$ cat config.mk
export PLATFORM = sky130hd
export DESIGN_NAME = simon_datapath_flat
export DESIGN_NICKNAME = d
export VERILOG_FILES = /design/src/rtl/simon_datapath_if.sv /design/src/rtl/simon_datapath.sv /design/src/flat_wrapper.sv
export SDC_FILE = /design/constraint.sdc
export NUM_CORES = 1
export LEC_CHECK = 0
export BUFFER_PORTS_ARGS = -buffer_cell sky130_fd_sc_hd__clkbuf_2
export CORE_AREA = 2 2 219 221
export CTS_CLUSTER_DIAMETER = 80
export CTS_CLUSTER_SIZE = 12
export DETAILED_ROUTE_END_ITERATION = 7
export DIE_AREA = 0 0 221 223
export PLACE_DENSITY = 0.44
export SYNTH_ARGS = -nofsm -noshare
export SYNTH_HDL_FRONTEND = slang
export SYNTH_SLANG_ARGS = --single-unit
$ cat constraint.sdc
create_clock -name clk -period 4.22 [get_ports clk]
set_input_delay 1.055 -clock clk [delete_from_list [all_inputs] [get_ports clk]]
set_output_delay 1.055 -clock clk [all_outputs]
set_load 0.02 [all_outputs]
$ cat src/rtl/simon_datapath_if.sv
// Command/status bundle between the Simon controller (master) and its datapath (slave).
// The controller drives the pattern, command strobes and LED source select.
interface simon_datapath_if #(
   parameter int WIDTH = 4,
   parameter int DEPTH = 64
);
   localparam int AW = $clog2(DEPTH);

   logic [WIDTH-1:0] pattern;
   logic             cmd_clear;
   logic             cmd_store;
   logic             cmd_play_start;
   logic             cmd_play_next;
   logic             cmd_rep_start;
   logic             cmd_rep_next;
   logic [1:0]       disp_sel;

   logic [WIDTH-1:0] leds;
   logic             legal;
   logic [AW:0]      seq_len;
   logic             empty;
   logic             full;
   logic             play_last;
   logic             rep_last;
   logic             rep_match;

   modport master (
      output pattern, cmd_clear, cmd_store, cmd_play_start, cmd_play_next,
             cmd_rep_start, cmd_rep_next, disp_sel,
      input  leds, legal, seq_len, empty, full, play_last, rep_last, rep_match
   );

   modport slave (
      input  pattern, cmd_clear, cmd_store, cmd_play_start, cmd_play_next,
             cmd_rep_start, cmd_rep_next, disp_sel,
      output leds, legal, seq_len, empty, full, play_last, rep_last, rep_match
   );
endinterface

$ cat src/rtl/simon_datapath.sv
// Simon sequence store with independent playback and repeat indices, LED drive
// and the status flags the controller branches on.
module simon_datapath #(
   parameter int WIDTH = 4,
   parameter int DEPTH = 64
) (
   input logic              clk,
   input logic              rst,
   simon_datapath_if.slave  bus
);
   localparam int AW = $clog2(DEPTH);

   typedef enum logic [1:0] {
      DISP_LIVE = 2'd0,
      DISP_PLAY = 2'd1,
      DISP_OFF  = 2'd2,
      DISP_ON   = 2'd3
   } disp_e;

   logic [WIDTH-1:0] mem [DEPTH];
   logic [AW:0]      seq_len;
   logic [AW:0]      len_m1;
   logic [AW-1:0]    play_idx;
   logic [AW-1:0]    rep_idx;
   logic [WIDTH-1:0] leds_q;
   logic [WIDTH-1:0] led_next;
   logic             legal;
   logic             empty;
   logic             full;
   logic             play_last;
   logic             rep_last;
   logic             do_store;

   assign legal     = $onehot(bus.pattern);
   assign empty     = (seq_len == '0);
   assign full      = (seq_len == (AW+1)'(DEPTH));
   assign len_m1    = seq_len - (AW+1)'(1);
   assign play_last = !empty && (play_idx == len_m1[AW-1:0]);
   assign rep_last  = !empty && (rep_idx == len_m1[AW-1:0]);
   assign do_store  = bus.cmd_store && legal && !full;

   assign bus.legal     = legal;
   assign bus.seq_len   = seq_len;
   assign bus.empty     = empty;
   assign bus.full      = full;
   assign bus.play_last = play_last;
   assign bus.rep_last  = rep_last;
   assign bus.rep_match = !empty && (bus.pattern == mem[rep_idx]);
   assign bus.leds      = leds_q;

   // NOTE: memory has no reset; seq_len bounds every read, so stale entries are unreachable.
   always_ff @(posedge clk) begin
      if (!rst && !bus.cmd_clear && do_store)
         mem[seq_len[AW-1:0]] <= bus.pattern;
   end

   // NOTE: every assignment here is non-blocking so all state updates see pre-edge values;
   // this is what makes the index logic use the pre-store seq_len.
   always_ff @(posedge clk) begin
      if (rst) begin
         seq_len  <= '0;
         play_idx <= '0;
         rep_idx  <= '0;
         leds_q   <= '0;
      end else begin
         if (bus.cmd_clear)
            seq_len <= '0;
         else if (do_store)
            seq_len <= seq_len + (AW+1)'(1);

         if (bus.cmd_clear || bus.cmd_play_start)
            play_idx <= '0;
         else if (bus.cmd_play_next && !empty)
            play_idx <= play_last ? '0 : play_idx + AW'(1);

         if (bus.cmd_clear || bus.cmd_rep_start)
            rep_idx <= '0;
         else if (bus.cmd_rep_next && !empty)
            rep_idx <= rep_last ? '0 : rep_idx + AW'(1);

         leds_q <= led_next;
      end
   end

   always_comb begin
      // NOTE: default first so no path through the case leaves led_next unassigned (no latch).
      led_next = '0;
      case (disp_e'(bus.disp_sel))
         DISP_LIVE: led_next = bus.pattern;
         DISP_PLAY: if (!empty) led_next = mem[play_idx];
         DISP_OFF:  led_next = '0;
         DISP_ON:   led_next = '1;
         default:   led_next = '0;
      endcase
   end
endmodule

$ cat src/flat_wrapper.sv
// flat-port wrapper written by rule: the top's interface ports become plain ports
module simon_datapath_flat 
#(
   parameter int WIDTH = 4,
   parameter int DEPTH = 64
)
  (clk, rst, bus_pattern, bus_cmd_clear, bus_cmd_store, bus_cmd_play_start, bus_cmd_play_next, bus_cmd_rep_start, bus_cmd_rep_next, bus_disp_sel, bus_leds, bus_legal, bus_seq_len, bus_empty, bus_full, bus_play_last, bus_rep_last, bus_rep_match);
  simon_datapath_if #(.WIDTH(WIDTH), .DEPTH(DEPTH)) bus_i ();
  input logic clk;
  input logic rst;
  input wire logic [$bits(bus_i.pattern)-1:0] bus_pattern;
  input wire logic [$bits(bus_i.cmd_clear)-1:0] bus_cmd_clear;
  input wire logic [$bits(bus_i.cmd_store)-1:0] bus_cmd_store;
  input wire logic [$bits(bus_i.cmd_play_start)-1:0] bus_cmd_play_start;
  input wire logic [$bits(bus_i.cmd_play_next)-1:0] bus_cmd_play_next;
  input wire logic [$bits(bus_i.cmd_rep_start)-1:0] bus_cmd_rep_start;
  input wire logic [$bits(bus_i.cmd_rep_next)-1:0] bus_cmd_rep_next;
  input wire logic [$bits(bus_i.disp_sel)-1:0] bus_disp_sel;
  output wire logic [$bits(bus_i.leds)-1:0] bus_leds;
  output wire logic [$bits(bus_i.legal)-1:0] bus_legal;
  output wire logic [$bits(bus_i.seq_len)-1:0] bus_seq_len;
  output wire logic [$bits(bus_i.empty)-1:0] bus_empty;
  output wire logic [$bits(bus_i.full)-1:0] bus_full;
  output wire logic [$bits(bus_i.play_last)-1:0] bus_play_last;
  output wire logic [$bits(bus_i.rep_last)-1:0] bus_rep_last;
  output wire logic [$bits(bus_i.rep_match)-1:0] bus_rep_match;
  assign bus_i.pattern = bus_pattern;
  assign bus_i.cmd_clear = bus_cmd_clear;
  assign bus_i.cmd_store = bus_cmd_store;
  assign bus_i.cmd_play_start = bus_cmd_play_start;
  assign bus_i.cmd_play_next = bus_cmd_play_next;
  assign bus_i.cmd_rep_start = bus_cmd_rep_start;
  assign bus_i.cmd_rep_next = bus_cmd_rep_next;
  assign bus_i.disp_sel = bus_disp_sel;
  assign bus_leds = bus_i.leds;
  assign bus_legal = bus_i.legal;
  assign bus_seq_len = bus_i.seq_len;
  assign bus_empty = bus_i.empty;
  assign bus_full = bus_i.full;
  assign bus_play_last = bus_i.play_last;
  assign bus_rep_last = bus_i.rep_last;
  assign bus_rep_match = bus_i.rep_match;
  simon_datapath #(.WIDTH(WIDTH), .DEPTH(DEPTH)) u_core (.clk(clk), .rst(rst), .bus(bus_i));
endmodule
# --- Word level (Yosys, flattened, before mapping) ---
# Memory sizes are Yosys's and may differ from the RTL's. A register that Yosys moved wholly into a read port is not among the register bits.
# Cells that the tools add are included.
op_classes:
  mux: 10
  addsub: 7
  reduce_logical: 20
  eq_ne: 8
op_table:
  columns: ["operator", "count"]
  rows:
  - ["two-way mux 6 bit", 6]
  - ["case mux 4 bit (4 select lines)", 1]
  - ["adder 6 x 1 -> 6 bit, second input constant", 2]
  - ["equality test 6 bit", 2]
  - ["logical AND 1 bit", 9]
  - ["adder 7 x 1 -> 7 bit, second input constant", 1]
  - ["equality test 7 bit, second input constant", 1]
  - ["logical NOT 7 bit", 1]
  - ["OR reduction 2 bit", 3]
  - ["subtractor 6 x 1 -> 6 bit, second input constant", 1]
  - ["adder 1 x 1 -> 2 bit", 2]
  - ["equality test 2 bit, second input constant", 2]
  - ["equality test 4 bit", 1]
  - ["logical NOT 1 bit", 4]
  - ["two-way mux 4 bit", 1]
  - ["adder 3 bit", 1]
  - ["equality test 3 x 1 -> 1 bit, second input constant", 1]
  - ["equality test 2 x 1 -> 1 bit, second input constant", 1]
  - ["logical NOT 2 bit", 1]
  - ["logical OR 1 bit", 2]
  - ["two-way mux 1 bit", 2]
totals:
  n_memories: 1
  wordCells: 50
  ram_bits: 256
  out_inout_bits: 17
  regBits: 23
memory_table:
  columns: ["memory", "words", "word_bits", "read_ports", "rd_ports_with_merged_regs", "wr", "line", "source"]
  rows:
  - ["u_core.mem", 64, 4, 2, 2, 1, "simon_datapath.sv:20", "logic [WIDTH-1:0] mem [DEPTH];"]

# --- Longest topological paths before layout ---
# Gate-level depths: netlist of run 1.
depth:
  ltp_word: 8
  mapped_depth: 11
  ltp_nobuf: 9

# --- Worst setup path after synthesis of run 1 ---
# OpenSTA, ideal clock, no wires.
synth_path:
  kind: "input to register"
  start: "in bus_pattern[0]"
  end: "mem u_core.mem[62][0] (enable)"
  arrival_ns: 3.865
  required_time_ns: 3.890
  path_slack_ns: 0.025
  cell_stages: 10
  setup_time_ns: 0.330
  cell_sequence: "ha_1 ha_1 fa_1 nor3b_1 and3_1 clkbuf_1 nand2_1 nor2_1 nand3_1 nor2_1"
synth_via:
  elab_chain_len: 8
synth_lines:
  columns: ["item", "line", "source"]
  rows:
  - ["from (decl)", "flat_wrapper.sv:11", "input wire logic [$bits(bus_i.pattern)-1:0] bus_pattern;"]
  - ["adder 1 x 1 -> 2 bit (implied by the code)", "simon_datapath.sv:34", "assign legal = $onehot(bus.pattern);"]
  - ["adder 3 bit (implied by the code)", "simon_datapath.sv:34", null]
  - ["equality test 3 x 1 -> 1 bit", "simon_datapath.sv:34", null]
  - ["net bus_legal", "flat_wrapper.sv:20", "output wire logic [$bits(bus_i.legal)-1:0] bus_legal;"]
  - ["logical AND 1 bit (2 in series)", "simon_datapath.sv:40", "assign do_store = bus.cmd_store && legal && !full;"]
  - ["logical AND 1 bit", "simon_datapath.sv:53", "if (!rst && !bus.cmd_clear && do_store)"]
  - ["two-way mux 1 bit", "simon_datapath.sv:53", null]
  - ["two-way mux 1 bit (implied by the code)", "simon_datapath.sv:54", "mem[seq_len[AW-1:0]] <= bus.pattern;"]
  - ["to (decl)", "simon_datapath.sv:20", null]
# The timed path passes the listed nets, and every way through them passes these cells.

==> results of run 1 <==
## synthesized netlist by cell type (8+ instances only)
library cell,count,share of area
mux2i_1,40,0.029
ha_1,8,0.0072
dfxtp_1,35,0.050
buf_1,13,0.0035
a22oi_1,17,0.0092
clkbuf_1,22,0.0059
xor2_1,20,0.013
mux4_1,10,0.019
nand2_1,29,0.0078
nor2_1,96,0.026
edfxtp_1,256,0.55
nand3_1,9,0.0032
mux4_2,107,0.17
xnor2_1,13,0.0082
a221oi_1,15,0.0095
o21ai_0,16,0.0058
buf_2,20,0.0072
nand4_1,11,0.0050
a211oi_1,8,0.0043
nor2b_1,13,0.0059
a21oi_1,10,0.0036
## cells by family after synthesis
kind of cell             Yosys count  synth area share
XOR/XNOR                          33            0.0208
AO/OA/AOI/OAI                     97            0.0501
adder cells (fa/ha/maj)            9           0.00864
AND/OR/NAND/NOR                  200            0.0688
multiplexers                     162             0.225
buffers and inverters             67            0.0232
flip-flops                       291             0.603
## critical path, cell delays in order, from the launching register on
cell      delay [ps]
dfxtp_4          360
buf_12           130
buf_16           170
buf_4            220
mux4_2           560
a22oi_1          220
nand4b_1         250
a31oi_1          240
o21ai_1           90
nor4_2           230
buf_4            150
clkbuf_4         160
## metrics by stage
step	hold slack, ps	power, mW	cell area (um^2)
CTS	537	5.76	16100
floorplan	527	3.25	13900
finish	541	5.70	16200
global placement	532	3.35	15200
global route	560	5.88	16200
detailed placement	526	3.35	15200
## sequential cells by signal, summed over array words and instances (netlist names), named ones only
name and flops:
u_core.bus.seq_len 7, u_core.bus.leds 4, u_core.mem 256, u_core.rep_idx 6, u_core.play_idx 6
## layer usage
layer  wire [um]  part of all wire
met5           0                 0
met4         804             0.018
met3        2400             0.053
met2       21600              0.48
met1       20300              0.45
## final timing paths
| check | start | to | slack (ps) | depth (start not counted) |
|---|---|---|---|---|
| worst max register to register | register | u_core.bus.leds[3] | 1080 | 6 |
| worst min register to register | u_core.bus.seq_len[6] | u_core.bus.seq_len[6] | 540 | 2 |
| worst max-delay path | register | bus_rep_match | -190 | 11 |
| worst min-delay path | u_core.bus.seq_len[6] | u_core.bus.seq_len[6] | 540 | 2 |
## area by class of cell
type / instances / share of cell area
Multi-Input combinational cell: 501 / 0.323
Clock buffer: 40 / 0.0474
Sequential cell: 291 / 0.519
Clock inverter: 4 / 0.00309
Tap cell: 615 / 0.0475
Timing Repair Buffer: 111 / 0.0587
Inverter: 6 / 0.00139
## power by group
| group | leakage, nW | total (mW) | switching [mW] | internal, mW |
|---|---|---|---|---|
| Clock | 0.397 | 2.41 | 1.10 | 1.31 |
| Combinational | 1.95 | 0.154 | 0.108 | 0.0457 |
| Sequential | 2.59 | 3.13 | 0.00175 | 3.13 |
## timing repair
item / CTS / global route
gates cloned: 1 / 0
buffers inserted: 4 / 3
resized for setup: 17 / 14
setup endpoints to repair: 2 / 1
pin swaps: 0 / 6
==> results.json, run 1 <==
{
  "cts_tree": "built",
  "final_common_cell": "edfxtp_1",
  "multiInputGateArea_um2": 5230,
  "ios": 31,
  "root_buffer": "clkbuf_16",
  "rsz0062_at_grt": "true",
  "initial_core_util": 0.295,
  "vias_per_cell": 5.47,
  "grt_pass1_vias": 8759,
  "drt_iter0_drc": 813,
  "netlist_instances": 859,
  "worstHoldPathType": "reg -> reg",
  "synth_cell_types": 59,
  "grtUsageMet3": 0.0215,
  "antenna_cells": 0,
  "grt_pass1_wl_um": 65300,
  "clkSlewWorstSetupHoldPaths_ps": 60,
  "violations": "setup timing",
  "power.density_nw_per_um2": 352,
  "use_met2": 0.298,
  "fin_crit_ps": 4410,
  "mostFrequentLayoutCells": "256 x edfxtp_1, 115 x mux4_2, 96 x nor2_1",
  "crit_type": "reg -> out",
  "dp.cells": 1516,
  "seq_area_um2": 8400,
  "vias": 8578,
  "cap_violations": 0,
  "syn-num-nets": 882,
  "ys_seq_area_frac": 0.603,
  "cts_buffer_depth": 3,
  "die_x_um": 221,
  "drt_wl_total_um": 45200,
  "fin_util": 0.343,
  "crit_arrival_ps": 3360,
  "area_growth_pct": 16.4,
  "setup-tns-final_ps": -192,
  "max-slew-margin-rel": 0.161,
  "grt.total_usage": 0.182,
  "critPathCaptureType": "output pin",
  "critPathLaunchType": "register",
  "rows": 80,
  "dieHeight_um": 223,
  "firstDrtPassIters": 5,
  "preCtsSetupSlack_ps": -456,
  "setup_viol": 1,
  "grt-busiest-layer": "met2",
  "antenna_found_initial": 1,
  "netlist_area_um2": 13900,
  "status": "complete, but fails checks",
  "cts.sinks": 291,
  "yosysWarnings": 0,
  "maxSlewViolCount": 0,
  "leakage_nw": 4.93,
  "final-hold-violation-count": 0,
  "clock_skew_ps": 17.1,
  "numCtsBuffers": 29,
  "insertion_delay_ps": 560,
  "async_reset_ff_frac": 0,
  "grt_max_degree": 68,
  "vdd_drop_max_mv": 0.196,
  "cp_max_fo": 10,
  "grt_overflow_total": 0,
  "stdcell_count": 1568,
  "core_area_um2": 47100,
  "place_congestion": 0.834,
  "max_clock_freq_ghz": 0.227,
  "fill_cells": 4448,
  "period_share": 1.05,
  "worst_pin_slew_ps": 1250,
  "htreeDepth": 1,
  "avgRoutedWirePerCell_um": 28.8,
  "drive_above_1_share": 0.301,
  "avgSynthCellArea_um2": 16.2,
  "hold_buffers": 0,
  "dieArea_um2": 49300,
  "synth-main-ff-cell": "edfxtp_1",
  "dpl.hpwl_um": 31700,
  "drcViolationCount": 0,
  "synth_edf_count": 256,
  "setup_slack_ps": -192,
  "antenna_left": 0,
  "final_nets": 963,
  "ys_ff_latch": 291,
  "met1_usage": 0.259,
  "worstPathRequired_ps": 3160,
  "portBuffers": 30
}
(Power assumes the default switching activity.)
==> run 2: changes to the inputs <==
--- a/config.mk
+++ b/config.mk
@@ -5,12 +5,13 @@
 export SDC_FILE = /design/constraint.sdc
 export NUM_CORES = 1
 export LEC_CHECK = 0
+export ABC_AREA = 1
 export BUFFER_PORTS_ARGS = -buffer_cell sky130_fd_sc_hd__clkbuf_2
-export CORE_AREA = 2 2 219 221
-export CTS_CLUSTER_DIAMETER = 80
+export CORE_AREA = 2 2 225 227
+export CTS_CLUSTER_DIAMETER = 60
 export CTS_CLUSTER_SIZE = 12
 export DETAILED_ROUTE_END_ITERATION = 7
-export DIE_AREA = 0 0 221 223
+export DIE_AREA = 0 0 227 229
 export PLACE_DENSITY = 0.44
 export SYNTH_ARGS = -nofsm -noshare
 export SYNTH_HDL_FRONTEND = slang
==> run 2 against run 1 <==
Largest power group is now the clock network. Largest cell class unchanged. Clock power up 33%. The flow now finishes without violations. Combinational power up 46%. Fmax up 8.0%. Critical endpoint unchanged. Critical path depth up 1. Non-clock buffer count down 32. Highest routed layer unchanged. Clock skew down 2.3 ps. Count of clock-buffer cells in the layout up 6. Register-to-register slack better by 380 ps. Utilization down 0.074 points.
==> results.json, run 2 <==
{
  "grt_pass1_vias": 12100,
  "avgRoutedWirePerCell_um": 22.0,
  "leakage_nw": 6.35,
  "fin_crit_ps": 4090,
  "mostFrequentLayoutCells": "549 x nand2_1, 304 x nand3_1, 256 x edfxtp_1",
  "stdcell_area_um2": 17000,
  "synth_edf_count": 256,
  "synthTopCellsByArea": "edfxtp_1 52%, nand2_1 14%, nand3_1 10%",
  "power.density_nw_per_um2": 386,
  "grt_pass1_wl_um": 78600,
  "hold_buffers": 0,
  "root_buffer": "clkbuf_16",
  "crit_chain": "inv_1 > buf_4 > nand3_1 > nand2_1 > nand2_1 > nand3_1 > o211ai_1 > nand2_1 > nand2_1 > nand3_1 > nor2_2 > clkbuf_2",
  "worst_path_max_delay_cell": "dfxtp_1",
  "period_share": 0.968,
  "dp.cells": 2352,
  "cts.repair.resized": 0,
  "cts.sinks": 291,
  "ys_seq_area_frac": 0.569,
  "final_nets": 1741,
  "largest_reg_flops": 256,
  "status": "completed",
  "crit_type": "reg -> out",
  "antenna_found_initial": 2,
  "cts_tree": "built",
  "grt.total_usage": 0.205,
  "worst-path-buf-inv": 3,
  "synth_cell_types": 34,
  "htreeDepth": 2,
  "place_congestion": 0.856,
  "drcViolationCount": 0,
  "numCtsBuffers": 36,
  "cts_buffer_depth": 3,
  "final_common_cell": "nand2_1",
  "synth_top_area_share": 0.521,
  "worstHoldPathType": "reg -> reg",
  "setup-tns-final_ps": 0,
  "grt_max_degree": 129,
  "crit_arrival_ps": 3030,
  "max-slew-margin-rel": 0.289,
  "grt_overflow_total": 0,
  "initial_core_util": 0.297,
  "drt_iter0_drc": 1450,
  "setup_viol": 0,
  "yosysMostFrequentCell": "nand2_1",
  "clock_skew_ps": 14.9,
  "max_clock_freq_ghz": 0.245,
  "final-hold-violation-count": 0,
  "cap_violations": 0,
  "dpl.hpwl_um": 33500,
  "synth_commonest_cells": "549 x nand2_1, 304 x nand3_1, 256 x edfxtp_1",
  "netlist_instances": 1705,
  "insertion_delay_ps": 540,
  "drt_wl_total_um": 53100,
  "async_reset_ff_frac": 0,
  "cp_slowest_stage_delay_ps": 730,
  "syn-num-nets": 1728,
  "regToRegSetupSlack_ps": 1460,
  "ys_ff_latch": 291,
  "multiInputGateArea_um2": 5710,
  "seq_area_um2": 8400,
  "avgSynthCellArea_um2": 8.65,
  "fill_cells": 5153,
  "maxSlewViolCount": 0,
  "netlist_area_um2": 14700,
  "synth-main-ff-cell": "edfxtp_1",
  "drive_above_1_share": 0.0890,
  "rows": 82,
  "stdcell_count": 2414,
  "portBuffers": 30,
  "critPathLaunchType": "register",
  "postCtsSetupBuffers": 0,
  "antenna_cells": 0,
  "vias_per_cell": 5.18,
  "crit_top_cell": "nand2_1",
  "clkSlewWorstSetupHoldPaths_ps": 60,
  "dieArea_um2": 52000,
  "worstPathRequired_ps": 3160,
  "yosysWarnings": 0,
  "rsz0062_at_grt": "true",
  "worst_pin_slew_ps": 1070,
  "vdd_drop_max_mv": 0.275,
  "antenna_left": 0,
  "cp_max_fo": 20,
  "cp_top_family": "simple AND/OR/NAND/NOR gates",
  "die_x_um": 227,
  "core_area_um2": 49700,
  "vias": 12500,
  "critPathCaptureType": "output pin",
  "area_growth_pct": 15.3,
  "dieHeight_um": 229,
  "yosys.area.top_type": "edfxtp_1",
  "firstDrtPassIters": 5,
  "ios": 31,
  "dpl_cell_area_um2": 15800
}
## run 2: changes by cell type after synthesis, sizes merged, moves of 40 or more
cell	before	now
inv	6	48
nand3	9	307
mux2i	40	0
nand2	29	549
a21oi	10	66
mux4	117	0
o21ai	17	63
nor2	96	181
## run 2: power by group
part           internal, mW  total [mW]  leakage [nW]  switching (mW)
logic                0.0593       0.225          3.17           0.166
registers              3.13        3.14          2.59         0.00593
clock network          1.95        3.21         0.590            1.26
## run 2: path summary, 6_finish.rpt
| check | from | to | depth (start not counted) |
|---|---|---|---|
| worst min-delay path | u_core.play_idx[0] | register | 2 |
| worst max register to register | register | u_core.bus.leds[1] | 10 |
| worst min register to register | u_core.play_idx[0] | register | 2 |
| worst max-delay path | register | bus_rep_match | 12 |
## run 2: worst register-to-register path, stage by stage (launching register included)
cell,delay [ps]
dfxtp_4,370
inv_4,650
buf_4,540
o21ai_0,120
o211ai_1,280
nand3_1,130
nand3_1,100
nand3_1,120
nand2_1,170
nand2_1,70
a21oi_1,130
## run 2: per-stage QoR
| stage | util | power [mW] | setup WS (ps) | hold slack (ps) |
|---|---|---|---|---|
| after global placement | 0.318 | 3.43 | 183 | 535 |
| final | 0.343 | 6.57 | 134 | 534 |
| after global routing | 0.343 | 6.76 | -20.4 | 582 |
| after floorplan | - | 3.30 | 255 | 497 |
| after detailed placement | 0.318 | 3.43 | 128 | 530 |
| after CTS | 0.342 | 6.63 | 14.3 | 538 |
## run 2: cell type report
cell class	instances	share of cell area
Clock buffer	46	0.0595
Clock inverter	16	0.0114
Inverter	50	0.0116
Multi-Input combinational cell	1260	0.336
Sequential cell	291	0.494
Tap cell	672	0.0494
Timing Repair Buffer	79	0.0385
## run 2: metal layers
metal | vias to the layer above | GRT usage | share of wire
met5 | - | 0 | 0
met2 | 443 | 0.318 | 0.45
met4 | 0 | 0.0660 | 0.030
met1 | 6127 | 0.292 | 0.45
met3 | 83 | 0.0336 | 0.065
li1 | 5860 | - | -
## run 2: cells by family after synthesis
group	synth area share
flops	0.569
xor+xnor	0.00772
fa+ha+maj	0.00814
buf+inv	0.0442
simple gates	0.304
compound gates	0.0674
==> run 3: changes to the inputs <==
--- a/config.mk
+++ b/config.mk
@@ -5,13 +5,12 @@
 export SDC_FILE = /design/constraint.sdc
 export NUM_CORES = 1
 export LEC_CHECK = 0
-export ABC_AREA = 1
 export BUFFER_PORTS_ARGS = -buffer_cell sky130_fd_sc_hd__clkbuf_2
-export CORE_AREA = 2 2 225 227
+export CORE_AREA = 2 2 219 221
 export CTS_CLUSTER_DIAMETER = 60
 export CTS_CLUSTER_SIZE = 12
 export DETAILED_ROUTE_END_ITERATION = 7
-export DIE_AREA = 0 0 227 229
+export DIE_AREA = 0 0 221 223
 export PLACE_DENSITY = 0.44
 export SYNTH_ARGS = -nofsm -noshare
 export SYNTH_HDL_FRONTEND = slang
==> run 3 against run 2 <==
The run now ends with setup timing left. Fmax shrank 6.1%. Clock power shrank 7.5%. Via count shrank 30%. Critical path depth shrank 3. Largest cell class unchanged.
==> results.json, run 3 (synthesis results as in run 1) <==
{
  "portBuffers": 30,
  "drive_above_1_share": 0.315,
  "final_nets": 970,
  "maxSlewViolCount": 0,
  "die_x_um": 221,
  "grt.total_usage": 0.184,
  "max_clock_freq_ghz": 0.230,
  "cts.sinks": 291,
  "final_common_cell": "edfxtp_1",
  "vias": 8709,
  "dpl_cell_area_um2": 15200,
  "avgRoutedWirePerCell_um": 28.6,
  "htreeDepth": 2,
  "power.density_nw_per_um2": 379,
  "area_growth_pct": 18.6,
  "grt_overflow_total": 0,
  "dieArea_um2": 49300,
  "finalPower_mw": 6.25,
  "stdcell_area_um2": 16500,
  "setup-tns-final_ps": -129,
  "clkSlewWorstSetupHoldPaths_ps": 60,
  "cts_buffer_depth": 3,
  "drt_iter0_drc": 874,
  "crit_type": "reg -> out",
  "crit_arrival_ps": 3290,
  "dp.cells": 1516,
  "worst_pin_slew_ps": 1230,
  "clock_skew_ps": 18.7,
  "worstHoldPathType": "reg -> reg",
  "dpl.hpwl_um": 31700,
  "grt_pass1_vias": 8834,
  "largest_reg_flops": 256,
  "preCtsSetupSlack_ps": -456,
  "cap_violations": 0,
  "antenna_found_initial": 0,
  "place_congestion": 0.834,
  "hold_buffers": 0,
  "vias_per_cell": 5.49,
  "fin_crit_ps": 4350,
  "antenna_cells": 0,
  "period_share": 1.03,
  "antenna_left": 0,
  "leakage_nw": 5.08,
  "initial_core_util": 0.295,
  "status": "complete, but fails checks",
  "worstPathRequired_ps": 3160,
  "cp_max_fo": 5,
  "grt_max_degree": 68,
  "mostFrequentLayoutCells": "256 x edfxtp_1, 115 x mux4_2, 96 x nor2_1",
  "max-slew-margin-rel": 0.174,
  "numCtsBuffers": 36,
  "drt_wl_total_um": 45300,
  "fin_util": 0.350,
  "violations": "setup timing",
  "setup_viol": 1,
  "cts_tree": "built",
  "core_area_um2": 47100,
  "firstDrtPassIters": 7,
  "grt_pass1_wl_um": 65600,
  "critPathCaptureType": "output pin",
  "dieHeight_um": 223,
  "setup_slack_ps": -129,
  "ios": 31,
  "vdd_drop_max_mv": 0.230,
  "rsz0062_at_grt": "true",
  "root_buffer": "clkbuf_16",
  "insertion_delay_ps": 540,
  "drcViolationCount": 0,
  "critPathLaunchType": "register",
  "rows": 80,
  "stdcell_count": 1585,
  "whs_ps": 544,
  "final-hold-violation-count": 0
}
-- run 3: cell types whose count changed in the layout (fill, tap and decap cells not counted), sizes merged, moves of 46 or more --
cell and change:
mux4 +117, nand2 -520, nand3 -298, a21oi -56
o21ai -46, nor2 -85
-- run 3: timing repair --
action / in CTS / in global routing
buffers inserted: 4 / 3
resized for setup: 14 / 16
pin swaps: 0 / 6
setup endpoints to repair: 2 / 1
gates cloned: 1 / 0
-- run 3: worst paths after layout --
check / start / endpoint / slack [ps] / cells past startpoint
min: u_core.bus.seq_len[6] / u_core.bus.seq_len[6] / 540 / 2
max: register / bus_rep_match / -130 / 9
max reg2reg: register / u_core.bus.leds[3] / 1040 / 6
min reg2reg: u_core.bus.seq_len[6] / u_core.bus.seq_len[6] / 540 / 2
-- run 3: power by group --
| group | internal (mW) | total (mW) | switching, mW | leakage (nW) |
|---|---|---|---|---|
| clock | 1.75 | 2.97 | 1.21 | 0.545 |
| combinational | 0.0456 | 0.154 | 0.108 | 1.95 |
| sequential | 3.13 | 3.13 | 0.00177 | 2.59 |
| total | 4.93 | 6.25 | 1.32 | 5.08 |
-- run 3: layout make-up --
cell class / count / area [um^2]
clock buffer: 46 / 970
clock inverter: 15 / 146
fill: 4449 / 30700
inverter: 6 / 22.5
multi-input combinational: 501 / 5230
sequential: 291 / 8400
tap: 615 / 769
timing repair buffer: 111 / 950
-- run 3: worst max-delay path, stage by stage, from the launching register on --
cell	delay, ps
dfxtp_4	360
buf_12	130
mux4_2	510
mux4_2	480
or4b_4	510
a31oi_1	150
o21ai_1	90
nor4_2	230
buf_4	150
buf_4	130
-- run 3: metal layers --
layer | routed length [um] | track usage | vias to the layer above
met5 | 0 | 0 | -
met4 | 1060 | 0.0543 | 0
met3 | 2790 | 0.0263 | 63
met2 | 21600 | 0.296 | 343
met1 | 19900 | 0.259 | 4645
li1 | - | - | 3658
